## src/rtl/multi_cycle_ctrl_pkg.sv

```systemverilog
// Shared encodings for the multi-cycle RV32I control path: FSM states, ALU/WB/immediate
// select codes, RV32I major opcodes and the one-hot instruction class.
package multi_cycle_ctrl_pkg;

  localparam int unsigned INST_WIDTH = 32;
  localparam int unsigned OPC_WIDTH  = 7;
  localparam int unsigned CNT_WIDTH  = 32;

  typedef enum logic [2:0] {
    S_IDLE   = 3'd0,
    S_FETCH  = 3'd1,
    S_DECODE = 3'd2,
    S_EXEC   = 3'd3,
    S_MEM    = 3'd4,
    S_WB     = 3'd5,
    S_TRAP   = 3'd6
  } state_t;

  localparam logic [1:0] ALU_ADD    = 2'd0;
  localparam logic [1:0] ALU_FUNCT  = 2'd1;
  localparam logic [1:0] ALU_PASS_B = 2'd2;

  localparam logic [1:0] WB_ALU  = 2'd0;
  localparam logic [1:0] WB_MEM  = 2'd1;
  localparam logic [1:0] WB_LINK = 2'd2;

  localparam logic [2:0] IMM_I = 3'd0;
  localparam logic [2:0] IMM_S = 3'd1;
  localparam logic [2:0] IMM_B = 3'd2;
  localparam logic [2:0] IMM_U = 3'd3;
  localparam logic [2:0] IMM_J = 3'd4;

  localparam logic [6:0] OPC_LUI    = 7'b0110111;
  localparam logic [6:0] OPC_AUIPC  = 7'b0010111;
  localparam logic [6:0] OPC_JAL    = 7'b1101111;
  localparam logic [6:0] OPC_JALR   = 7'b1100111;
  localparam logic [6:0] OPC_BRANCH = 7'b1100011;
  localparam logic [6:0] OPC_LOAD   = 7'b0000011;
  localparam logic [6:0] OPC_STORE  = 7'b0100011;
  localparam logic [6:0] OPC_OPIMM  = 7'b0010011;
  localparam logic [6:0] OPC_OP     = 7'b0110011;

  // One-hot instruction class; all zero for an illegal opcode.
  typedef struct packed {
    logic lui;
    logic auipc;
    logic jal;
    logic jalr;
    logic branch;
    logic load;
    logic store;
    logic opimm;
    logic op;
  } op_class_t;

  function automatic logic is_mem_op(input op_class_t c);
    return c.load | c.store;
  endfunction

  function automatic logic is_jump(input op_class_t c);
    return c.jal | c.jalr;
  endfunction

endpackage

```

## src/rtl/multi_cycle_ctrl_opcode_decode.sv

```systemverilog
// Combinational RV32I major-opcode classifier: one-hot class, immediate format and legality.
module opcode_decode
  import multi_cycle_ctrl_pkg::*;
(
  input  logic [6:0] opcode,
  output op_class_t  op_class,
  output logic [2:0] imm_type,
  output logic       legal
);

  always_comb begin
    op_class = '0;
    imm_type = IMM_I;
    legal    = 1'b1;
    case (opcode)
      OPC_LUI:    begin op_class.lui    = 1'b1; imm_type = IMM_U; end
      OPC_AUIPC:  begin op_class.auipc  = 1'b1; imm_type = IMM_U; end
      OPC_JAL:    begin op_class.jal    = 1'b1; imm_type = IMM_J; end
      OPC_JALR:   begin op_class.jalr   = 1'b1; imm_type = IMM_I; end
      OPC_BRANCH: begin op_class.branch = 1'b1; imm_type = IMM_B; end
      OPC_LOAD:   begin op_class.load   = 1'b1; imm_type = IMM_I; end
      OPC_STORE:  begin op_class.store  = 1'b1; imm_type = IMM_S; end
      OPC_OPIMM:  begin op_class.opimm  = 1'b1; imm_type = IMM_I; end
      // Register-register ops use no immediate; I is reported as a harmless default.
      OPC_OP:     begin op_class.op     = 1'b1; imm_type = IMM_I; end
      default:    legal = 1'b0;
    endcase
  end

endmodule

```

## src/rtl/multi_cycle_ctrl.sv

```systemverilog
// Main control FSM of the multi-cycle RV32I core (fetch/decode/exec/mem/wb sequencing).
// Define MULTI_CYCLE_CTRL_PERF_EN to add the cycle_cnt / instret_cnt performance counters.
module multi_cycle_ctrl
  import multi_cycle_ctrl_pkg::*;
#(
  parameter int unsigned FETCH_TIMEOUT = 0
) (
  input  logic                  clk,
  input  logic                  rst,
  input  logic [INST_WIDTH-1:0] inst,
  input  logic                  br_taken,
  input  logic                  mem_ready,
  output logic                  mem_req,
  output logic                  mem_we,
  output logic                  mem_is_data,
  output logic                  ir_we,
  output logic                  pc_we,
  output logic                  pc_sel,
  output logic                  reg_we,
  output logic [1:0]            wb_sel,
  output logic                  alu_a_sel,
  output logic                  alu_b_sel,
  output logic [1:0]            alu_op,
  output logic [2:0]            imm_type,
  output logic                  trap,
  output logic [2:0]            state_o
`ifdef MULTI_CYCLE_CTRL_PERF_EN
  ,
  output logic [CNT_WIDTH-1:0]  cycle_cnt,
  output logic [CNT_WIDTH-1:0]  instret_cnt
`endif
);

  state_t    state_q;
  state_t    state_d;
  op_class_t cls;
  logic      legal;

  // Timeout is reserved; only opcode bits drive decode.
  logic unused_c;
  assign unused_c = ^{32'(FETCH_TIMEOUT), inst[INST_WIDTH-1:OPC_WIDTH]};

  opcode_decode u_dec (
    .opcode   (inst[OPC_WIDTH-1:0]),
    .op_class (cls),
    .imm_type (imm_type),
    .legal    (legal)
  );

  always_ff @(posedge clk or posedge rst) begin
    if (rst) state_q <= S_IDLE;
    else     state_q <= state_d;
  end

  always_comb begin
    state_d     = state_q;
    mem_req     = 1'b0;
    mem_we      = 1'b0;
    mem_is_data = 1'b0;
    ir_we       = 1'b0;
    pc_we       = 1'b0;
    pc_sel      = 1'b0;
    reg_we      = 1'b0;
    wb_sel      = WB_ALU;
    alu_a_sel   = 1'b0;
    alu_b_sel   = 1'b0;
    alu_op      = ALU_ADD;
    trap        = 1'b0;
    case (state_q)
      S_IDLE: state_d = S_FETCH;
      S_FETCH: begin
        mem_req = 1'b1;
        if (mem_ready) begin
          ir_we   = 1'b1;
          pc_we   = 1'b1;
          state_d = S_DECODE;
        end
      end
      S_DECODE: state_d = legal ? S_EXEC : S_TRAP;
      S_EXEC: begin
        // alu_a_sel=1 picks the old-PC register captured with ir_we, not the live PC+4.
        if (cls.op) begin
          alu_op = ALU_FUNCT;
        end else if (cls.opimm) begin
          alu_b_sel = 1'b1;
          alu_op    = ALU_FUNCT;
        end else if (cls.lui) begin
          alu_b_sel = 1'b1;
          alu_op    = ALU_PASS_B;
        end else if (cls.auipc | cls.jal | cls.branch) begin
          alu_a_sel = 1'b1;
          alu_b_sel = 1'b1;
        end else if (is_mem_op(cls) | cls.jalr) begin
          alu_b_sel = 1'b1;
        end
        if (cls.branch) begin
          pc_we   = br_taken;
          pc_sel  = 1'b1;
          state_d = S_FETCH;
        end else if (is_mem_op(cls)) begin
          state_d = S_MEM;
        end else begin
          state_d = S_WB;
        end
      end
      S_MEM: begin
        mem_req     = 1'b1;
        mem_is_data = 1'b1;
        mem_we      = cls.store;
        if (mem_ready) state_d = cls.store ? S_FETCH : S_WB;
      end
      S_WB: begin
        reg_we  = 1'b1;
        if (cls.load)          wb_sel = WB_MEM;
        else if (is_jump(cls)) wb_sel = WB_LINK;
        if (is_jump(cls)) begin
          pc_we  = 1'b1;
          pc_sel = 1'b1;
        end
        state_d = S_FETCH;
      end
      S_TRAP: trap = 1'b1;
      default: state_d = S_IDLE;
    endcase
  end

  assign state_o = state_q;

`ifdef MULTI_CYCLE_CTRL_PERF_EN
  logic retire_c;
  assign retire_c = (state_d == S_FETCH) &&
                    ((state_q == S_EXEC) || (state_q == S_MEM) || (state_q == S_WB));

  // Both counters hold in IDLE and TRAP; retirement is any return to FETCH from a late stage.
  always_ff @(posedge clk or posedge rst) begin
    if (rst) begin
      cycle_cnt   <= '0;
      instret_cnt <= '0;
    end else begin
      if ((state_q != S_IDLE) && (state_q != S_TRAP))
        cycle_cnt <= cycle_cnt + CNT_WIDTH'(1);
      if (retire_c)
        instret_cnt <= instret_cnt + CNT_WIDTH'(1);
    end
  end
`endif

endmodule

```

## config.mk

```make
export PLATFORM = sky130hd
export DESIGN_NAME = multi_cycle_ctrl
export DESIGN_NICKNAME = d
export VERILOG_FILES = /design/src/rtl/multi_cycle_ctrl_pkg.sv /design/src/rtl/multi_cycle_ctrl_opcode_decode.sv /design/src/rtl/multi_cycle_ctrl.sv
export SDC_FILE = /design/constraint.sdc
export NUM_CORES = 1
export LEC_CHECK = 0
export BUFFER_PORTS_ARGS = -buffer_cell sky130_fd_sc_hd__buf_4
export CORE_MARGIN = 1
export CORE_UTILIZATION = 34
export CTS_CLUSTER_SIZE = 20
export DETAILED_ROUTE_END_ITERATION = 16
export GPL_ROUTABILITY_DRIVEN = 0
export GPL_TIMING_DRIVEN = 0
export PLACE_DENSITY = 0.89
export SLEW_MARGIN = 0
export SYNTH_ARGS = -nofsm -noshare
export SYNTH_HDL_FRONTEND = slang
export SYNTH_SLANG_ARGS = --single-unit
export TNS_END_PERCENT = 100
```

## constraint.sdc

```tcl
create_clock -name clk -period 3.6 [get_ports clk]
set_clock_uncertainty 0.15 [all_clocks]
set_input_delay 1.08 -clock clk [delete_from_list [all_inputs] [get_ports clk]]
set_output_delay 1.08 -clock clk [all_outputs]
set_load 0.01 [all_outputs]
```

==> metrics.yaml, run 1 <==
yosysWarnings: 0
clock-sinks: 3
max_freq_ghz: 0.294
grt_pass1_wl_mm: 2.10
cts_root_buffer: "clkbuf_4"
grt_antenna_before_repair: 0
start_kind: "input pin"
dp_hpwl_mm: 1.08
clk_pin_slew_worst_paths_ns: 0.03
post-route-period-util_pct: 94.4
drt-initial-drc-count: 12
post-route-cell-area_um2: 724
synth_area_leader_cell: "dfrtp_1"
cp.arrival_ns: 2.17
fp.dieW_um: 38.6
diodes: 0
io-pin-count: 56
grt-ovfl-total: 0
drive_above_1_share_pct: 47.9
grt_max_degree: 11
grt_usage_pct: 20.8
cts.path.max_buffers: 2
rsz0062_at_grt: "false"
ir_drop_mv: 0.352
htreeDepth: 1
ys.flop_type: "dfrtp_1"
syn_inst: 60
die_h_um: 38.6
hold-worst-slack_ns: 0.427
insertion_delay_ns: 0.24
utilization_pct: 61.9
r2r_end: "state_o[2]"
yosysSeqAreaShare_pct: 16.5
ys_ff_latch: 3
leakagePower_nw: 0.376
drt-total-wl_mm: 1.31
area_growth_pct: 59.1
synth_top_area_share_pct: 16.5
worstRegToRegCells: 4
synth_area_leaders: "dfrtp_1 16%, nand2b_1 6.9%, a221oi_2 6.6%"
drv_cap: 0
end_kind: "output port"
period_needed_ns: 3.40
hp-class: "reg2reg"
wl_per_cell_um: 12.1
rrSetupSlack_ns: 2.10
dr.pass1.iters: 4
criticalPathCategory: "in2out"
fin_setup_tns_ns: 0
cts_setup_buffers: 0
synthesis.nets: 96
coreArea_um2: 1170
largest_register_ffs: 3
num_rows: 12
avgSynthCellArea_um2: 7.59
start_util_pct: 38.9
cp_max_fo: 7
ant_nets: 0
tritoncts: "done"
hold_path_depth: 1
die_area_um2: 1490
required_ns: 2.37
vias: 591
nets: 131
io_buffers: 30
syn_area_um2: 455
placed_area_um2: 698
async_flop_share_pct: 100
grt_pass1_vias: 553
hold_viol_final: 0
cts_buffers: 3
worstReg2RegStart: "state_o[2]"
slew_violations: 0
tightest_slew_ns: 0.362
drc_errors: 0
finalSetupViolCount: 0
p_total_uw: 374
holdPathEnd: "state_o[0]"
status: "finished, final reports clean"
post_cts_resized: 0
slew_headroom_pct: 75.8
drt-vias-per-instance: 5.47
cts.hold.buffers_added: 0
synth-edff-count: 0
min_from: "state_o[0]"
synth_cell_types: 33
power.density_nw_per_um2: 516
stage by stage:
stage               worst slack [ns]  instances
CTS                            0.191        108
global placement               0.202        104
floorplan                      0.427         60
finish                         0.202        108
global route                   0.114        108
detailed placement             0.194        104
per-layer routing:
metal / global-route usage, % / share of wire [%] / up-vias / routed length, um
li1: - / - / 291 / -
met1: 21.7 / 39 / 271 / 505
met2: 35.8 / 52 / 26 / 681
met3: 5.20 / 7.4 / 3 / 97
met4: 14.7 / 1.8 / 0 / 24
met5: 0 / 0 / - / 0
critical path, cell delays in order:
cell and delay [ns]:
buf_4 0.14, and4bb_1 0.29, nor3b_4 0.26, nand2_1 0.11, nor3_1 0.14, buf_4 0.15
worst max-delay path by stage:
stage / startpoint / slack (ns) / depth (start not counted) / to
2_1_floorplan: inst[2] / 0.43 / 4 / mem_we
5_1_grt: inst[3] / 0.11 / 6 / mem_we
3_5_place_dp: inst[3] / 0.19 / 6 / mem_we
4_1_cts: inst[3] / 0.19 / 6 / mem_we
6_report: inst[3] / 0.20 / 6 / mem_we
3_3_place_gp: inst[3] / 0.20 / 6 / mem_we
placed cells by master, fill, tap and decap left out, drive strengths merged:
cell type  Yosys  routed
buf            1      31
nand2          8       8
nor2           6       6
nand2b         5       5
inv            4       4
clkbuf         0       4
and3           4       4
nor3           3       3
a21oi          3       3
dfrtp          3       3
o21ai          3       3
nor3b          3       3
a221oi         2       2
or2            2       2
nand3b         1       1
and3b          1       1
and4bb         1       1
and2           1       1
o22a           1       1
nand4          1       1
a211o          1       1
or3            1       1
o211ai         1       1
a21o           1       1
xnor2          1       1
a32oi          1       1
o2bb2ai        1       1
cell type report:
cell class              count  area, um2
repair buffers             30        225
multi-input cells          52        360
fillers                   102        447
flip-flops and latches      3       75.1
clock buffers               4       26.3
well taps                  14       17.5
plain buffers               1       5.00
inverters                   4       15.0
cell usage after synthesis (2+ instances only):
cell,instances
nand2_1,8
nor2_1,6
nand2b_1,5
a21oi_1,3
dfrtp_1,3
inv_1,3
nor3_1,3
a221oi_2,2
and3_4,2
o21ai_0,2
where the power goes:
part           switching (mW)  internal [mW]  total [mW]  leakage (nW)
logic                   0.113          0.115       0.228         0.325
registers              0.0323         0.0510      0.0834        0.0367
clock network          0.0201         0.0417      0.0618        0.0150
cell families (layout without fill, tap and decap cells):
logic type      after synthesis  after routing  share of synthesized area [%]
xor+xnor                      1              1                           1.92
buf+inv                       5             39                           4.39
compound gates               14             14                           25.8
flops                         3              3                           16.5
simple gates                 37             37                           51.4
No activity file was read; power rests on OpenSTA's default activity.
==> inputs of run 2 (changes only) <==
ABC_AREA = 1   (was unset)
CORE_UTILIZATION = 35   (was 34)
PLACE_DENSITY = 0.88   (was 0.89)
==> metrics.yaml, run 2 <==
status: "finished, final reports clean"
max_freq_ghz: 0.302
end_kind: "output port"
post-route-period-util_pct: 91.9
crit_chain: "buf_4 -> nand2_2 -> inv_1 -> nand2_1 -> nor2_1 -> nor2_2 -> nand2_1 -> a31oi_1 -> buf_4"
ant_nets: 0
cts.hold.buffers_added: 0
pwr-share-comb_pct: 64.1
drive_above_1_share_pct: 43.5
num_rows: 13
die_area_um2: 1560
groute.layer.met3.usage_pct: 3.98
setup_ws_ns: 0.290
final_common_cell: "buf_4"
worstReg2RegStart: "state_o[2]"
grt_pass1_wl_mm: 2.13
min_from: "state_o[0]"
slew_violations: 0
synth_area_leader_cell: "nand2_1"
cts_root_buffer: "clkbuf_4"
insertion_delay_ns: 0.23
critPathLaunch: "inst[0]"
grt_pass1_vias: 550
p_total_uw: 359
slew_headroom_pct: 82.4
drv_cap: 0
synth_cell_types: 19
start_util_pct: 37.7
rsz0062_at_grt: "false"
cts_buffers: 3
dp.cells: 135
p_clk_share_pct: 16.3
wl_per_cell_um: 10.1
area_growth_pct: 55.1
finalSetupViolCount: 0
pwr-share-seq_pct: 19.6
multiInputGateArea_um2: 344
synthesis.nets: 126
power.density_nw_per_um2: 471
post-route-cell-area_um2: 761
slowest_stage: "nor2_2"
layout_common_cells: "30 x buf_4, 21 x nand2_1, 12 x nor2_1"
dp_hpwl_mm: 1.20
grt_usage_pct: 20.4
tightest_slew_ns: 0.261
start_kind: "input pin"
cellInternalPower_uw: 190
grt_max_degree: 7
clk_pin_slew_worst_paths_ns: 0.04
synth-edff-count: 0
leakagePower_nw: 0.451
coreArea_um2: 1300
clock-sinks: 3
synth_commonest_cells: "21 x nand2_1, 12 x nor2_1, 11 x inv_1"
utilization_pct: 58.5
dr.pass1.iters: 4
max_stage_delay_ns: 0.16
tritoncts: "done"
drt-vias-per-instance: 4.88
power_switching_uw: 169
nets: 161
grt_use_met2_pct: 38.1
period_needed_ns: 3.31
yosysSeqAreaShare_pct: 15.3
fp.dieW_um: 39.4
criticalPathCategory: "in2out"
instances_no_fill: 139
drt-initial-drc-count: 18
fin_setup_tns_ns: 0
cp.arrival_ns: 2.08
synth.most_common_cell: "nand2_1"
io_buffers: 30
grt_use_met1_pct: 20.8
synth_area_leaders: "nand2_1 16%, dfrtp_1 15%, nor2_1 9.2%"
required_ns: 2.37
async_flop_share_pct: 100
post_cts_resized: 0
ys_ff_latch: 3
area.sequential_um2: 75.1
grt-ovfl-total: 0
busiest_layer: "met2"
vias: 679
synth_top_area_share_pct: 16.1
diodes: 0
nFillCells: 143
pre_cts_ws_ns: 0.305
ir_drop_mv: 0.322
grt_antenna_before_repair: 0
cts_setup_buffers: 0
ys.flop_type: "dfrtp_1"
die_h_um: 39.4
syn_area_um2: 490
avgSynthCellArea_um2: 5.45
cts.path.max_buffers: 2
drc_errors: 0
htreeDepth: 1
hold_viol_final: 0
yosysWarnings: 0
hp-class: "reg2reg"
p_sw_share_pct: 47.1
io-pin-count: 56
hold-worst-slack_ns: 0.487
largest_register_ffs: 3
cp_max_fo: 4
syn_inst: 90
drt-total-wl_mm: 1.40
placed_area_um2: 734
==> run 2: final cells by class <==
class	instances	share of cell area (%)
timing repair buffer	30	29.6
sequential	3	9.87
tap	15	2.47
clock buffer	4	3.45
inverter	19	9.37
multi-input combinational	68	45.2
==> run 2: layer usage <==
metal	up-vias	share of wire (%)
li1	351	-
met1	285	41
met2	41	49
met3	2	8.5
met4	0	1.0
met5	-	0
==> run 2: logic make-up after synthesis <==
group / count (synthesis) / share of synthesized area [%]
flops: 3 / 15.3
buf+inv: 19 / 14.5
compound gates: 8 / 9.19
simple gates: 60 / 61.0
==> run 2: worst max-delay path: cells and delay by family <==
kind / cells / cell delay (ns)
and+or+nand+nor: 5 / 0.52
buffers and inverters: 3 / 0.34
AOI/OAI and AO/OA: 1 / 0.14
==> run 2: power by group through the flow <==
stage	Clock [mW]	Sequential (mW)	Combinational, mW
6_report	0.0586	0.0703	0.230
5_1_grt	0.0635	0.0725	0.257
4_1_cts	0.0625	0.0705	0.231
3_5_place_dp	0	0.0705	0.229
3_3_place_gp	0	0.0699	0.224
2_1_floorplan	0	0.0748	0.130
==> run 2: path summary, 6_finish.rpt <==
path                            slack [ns]         end  cells after the start
worst max-delay path                  0.29   alu_a_sel                      9
worst min-delay path                  0.49  state_o[0]                      2
worst max register to register        2.25  state_o[2]                      9
worst min register to register        0.49  state_o[0]                      2
max in group asynchronous             2.60  state_o[2]                      2
min in group asynchronous             0.57  state_o[0]                      2
==> inputs of run 3 (changes only) <==
PLACE_DENSITY = 0.86   (was 0.88)
==> metrics.yaml, run 3 (synthesis gave the netlist of run 2 again) <==
max_freq_ghz: 0.301
ant_nets: 0
area_growth_pct: 55.1
grt_usage_pct: 19.5
max_stage_delay_ns: 0.17
num_rows: 13
io-pin-count: 56
post_cts_resized: 0
utilization_pct: 58.5
diodes: 0
grt-ovfl-total: 0
clk_pin_slew_worst_paths_ns: 0.04
p_sw_share_pct: 47.4
post-route-period-util_pct: 92.2
hold_path_depth: 2
drc_errors: 0
pre_cts_ws_ns: 0.300
slowest_stage: "nor2_2"
wl_per_cell_um: 10.2
crit_chain: "buf_4 -> nand2_2 -> inv_1 -> nand2_1 -> nor2_1 -> nor2_2 -> nand2_1 -> a31oi_1 -> buf_4"
status: "finished, final reports clean"
critical_path_buf_inv_count: 3
pwr-share-seq_pct: 19.6
grt_pass1_wl_mm: 2.12
die_area_um2: 1560
cts.hold.buffers_added: 0
fp.dieW_um: 39.4
layout_common_cells: "30 x buf_4, 21 x nand2_1, 12 x nor2_1"
rrSetupSlack_ns: 2.20
cts_root_buffer: "clkbuf_4"
finalSetupViolCount: 0
worstReg2RegStart: "state_o[2]"
pwr-share-comb_pct: 64.1
placed_area_um2: 734
r2r_end: "state_o[2]"
post-route-cell-area_um2: 761
nets: 161
worstRegToRegCells: 9
leakagePower_nw: 0.451
clock-sinks: 3
slew_headroom_pct: 81.2
drt-vias-per-instance: 4.83
drt-initial-drc-count: 13
tritoncts: "done"
holdPathEnd: "state_o[0]"
io_buffers: 30
largest_register_ffs: 3
cts.path.max_buffers: 2
die_h_um: 39.4
slew_violations: 0
dp.cells: 135
path_delay_family: "simple AND/OR/NAND/NOR gates"
grt_antenna_before_repair: 0
drt-total-wl_mm: 1.41
criticalPathCategory: "in2out"
dr.pass1.iters: 4
hold-worst-slack_ns: 0.480
power_switching_uw: 171
grt_pass1_vias: 574
grt_max_degree: 7
fin_setup_tns_ns: 0
hold_viol_final: 0
insertion_delay_ns: 0.23
final_common_cell: "buf_4"
start_kind: "input pin"
drive_above_1_share_pct: 43.5
min_from: "state_o[0]"
dp_hpwl_mm: 1.21
vias: 671
ir_drop_mv: 0.371
htreeDepth: 1
setup_ws_ns: 0.282
cts_buffers: 3
p_clk_share_pct: 16.2
coreArea_um2: 1300
power.density_nw_per_um2: 475
required_ns: 2.37
hp-class: "reg2reg"
p_total_uw: 361
cp.arrival_ns: 2.09
drv_cap: 0
end_kind: "output port"
cts_setup_buffers: 0
cp_max_fo: 4
rsz0062_at_grt: "false"
instances_no_fill: 139
start_util_pct: 37.7
nFillCells: 133
cellInternalPower_uw: 190
tightest_slew_ns: 0.280
period_needed_ns: 3.32
run 3: cell counts in the layout (fill, tap and decap cells not counted):
Identical to the previous run, type by type.
run 3: how the worst max path moves through the flow:
stage             from         to  cells past startpoint
5_1_grt        inst[0]  alu_a_sel                      9
3_5_place_dp   inst[0]  alu_a_sel                      9
4_1_cts        inst[0]  alu_a_sel                      9
3_3_place_gp   inst[0]  alu_a_sel                      9
2_1_floorplan  inst[0]  alu_a_sel                      7
6_report       inst[0]  alu_a_sel                      9
run 3: worst min-delay path, cell delays in order (launching register included):
cell and delay (ns):
dfrtp_1 0.42, nand4_1 0.11, nand2_1 0.05
run 3: power by group through the flow:
stage	logic (mW)	registers (mW)	clock network, mW
floorplan	0.130	0.0748	0
global placement	0.225	0.0698	0
detailed placement	0.231	0.0704	0
CTS	0.233	0.0704	0.0623
global route	0.254	0.0724	0.0621
finish	0.231	0.0708	0.0586
run 3: area by class of cell:
class / instances / area, um2 / share of cell area [%]
multi-input cells: 68 / 344 / 45.2
flip-flops and latches: 3 / 75.1 / 9.87
clock buffers: 4 / 26.3 / 3.45
well taps: 15 / 18.8 / 2.47
repair buffers: 30 / 225 / 29.6
inverters: 19 / 71.3 / 9.37
run 3: routing by layer:
metal	track usage, %	vias to the layer above	wire length, um
met2	37.3	23	737
li1	-	355	-
met4	7.76	0	0
met1	22.1	293	595
met5	0	-	0
met3	0.568	0	79
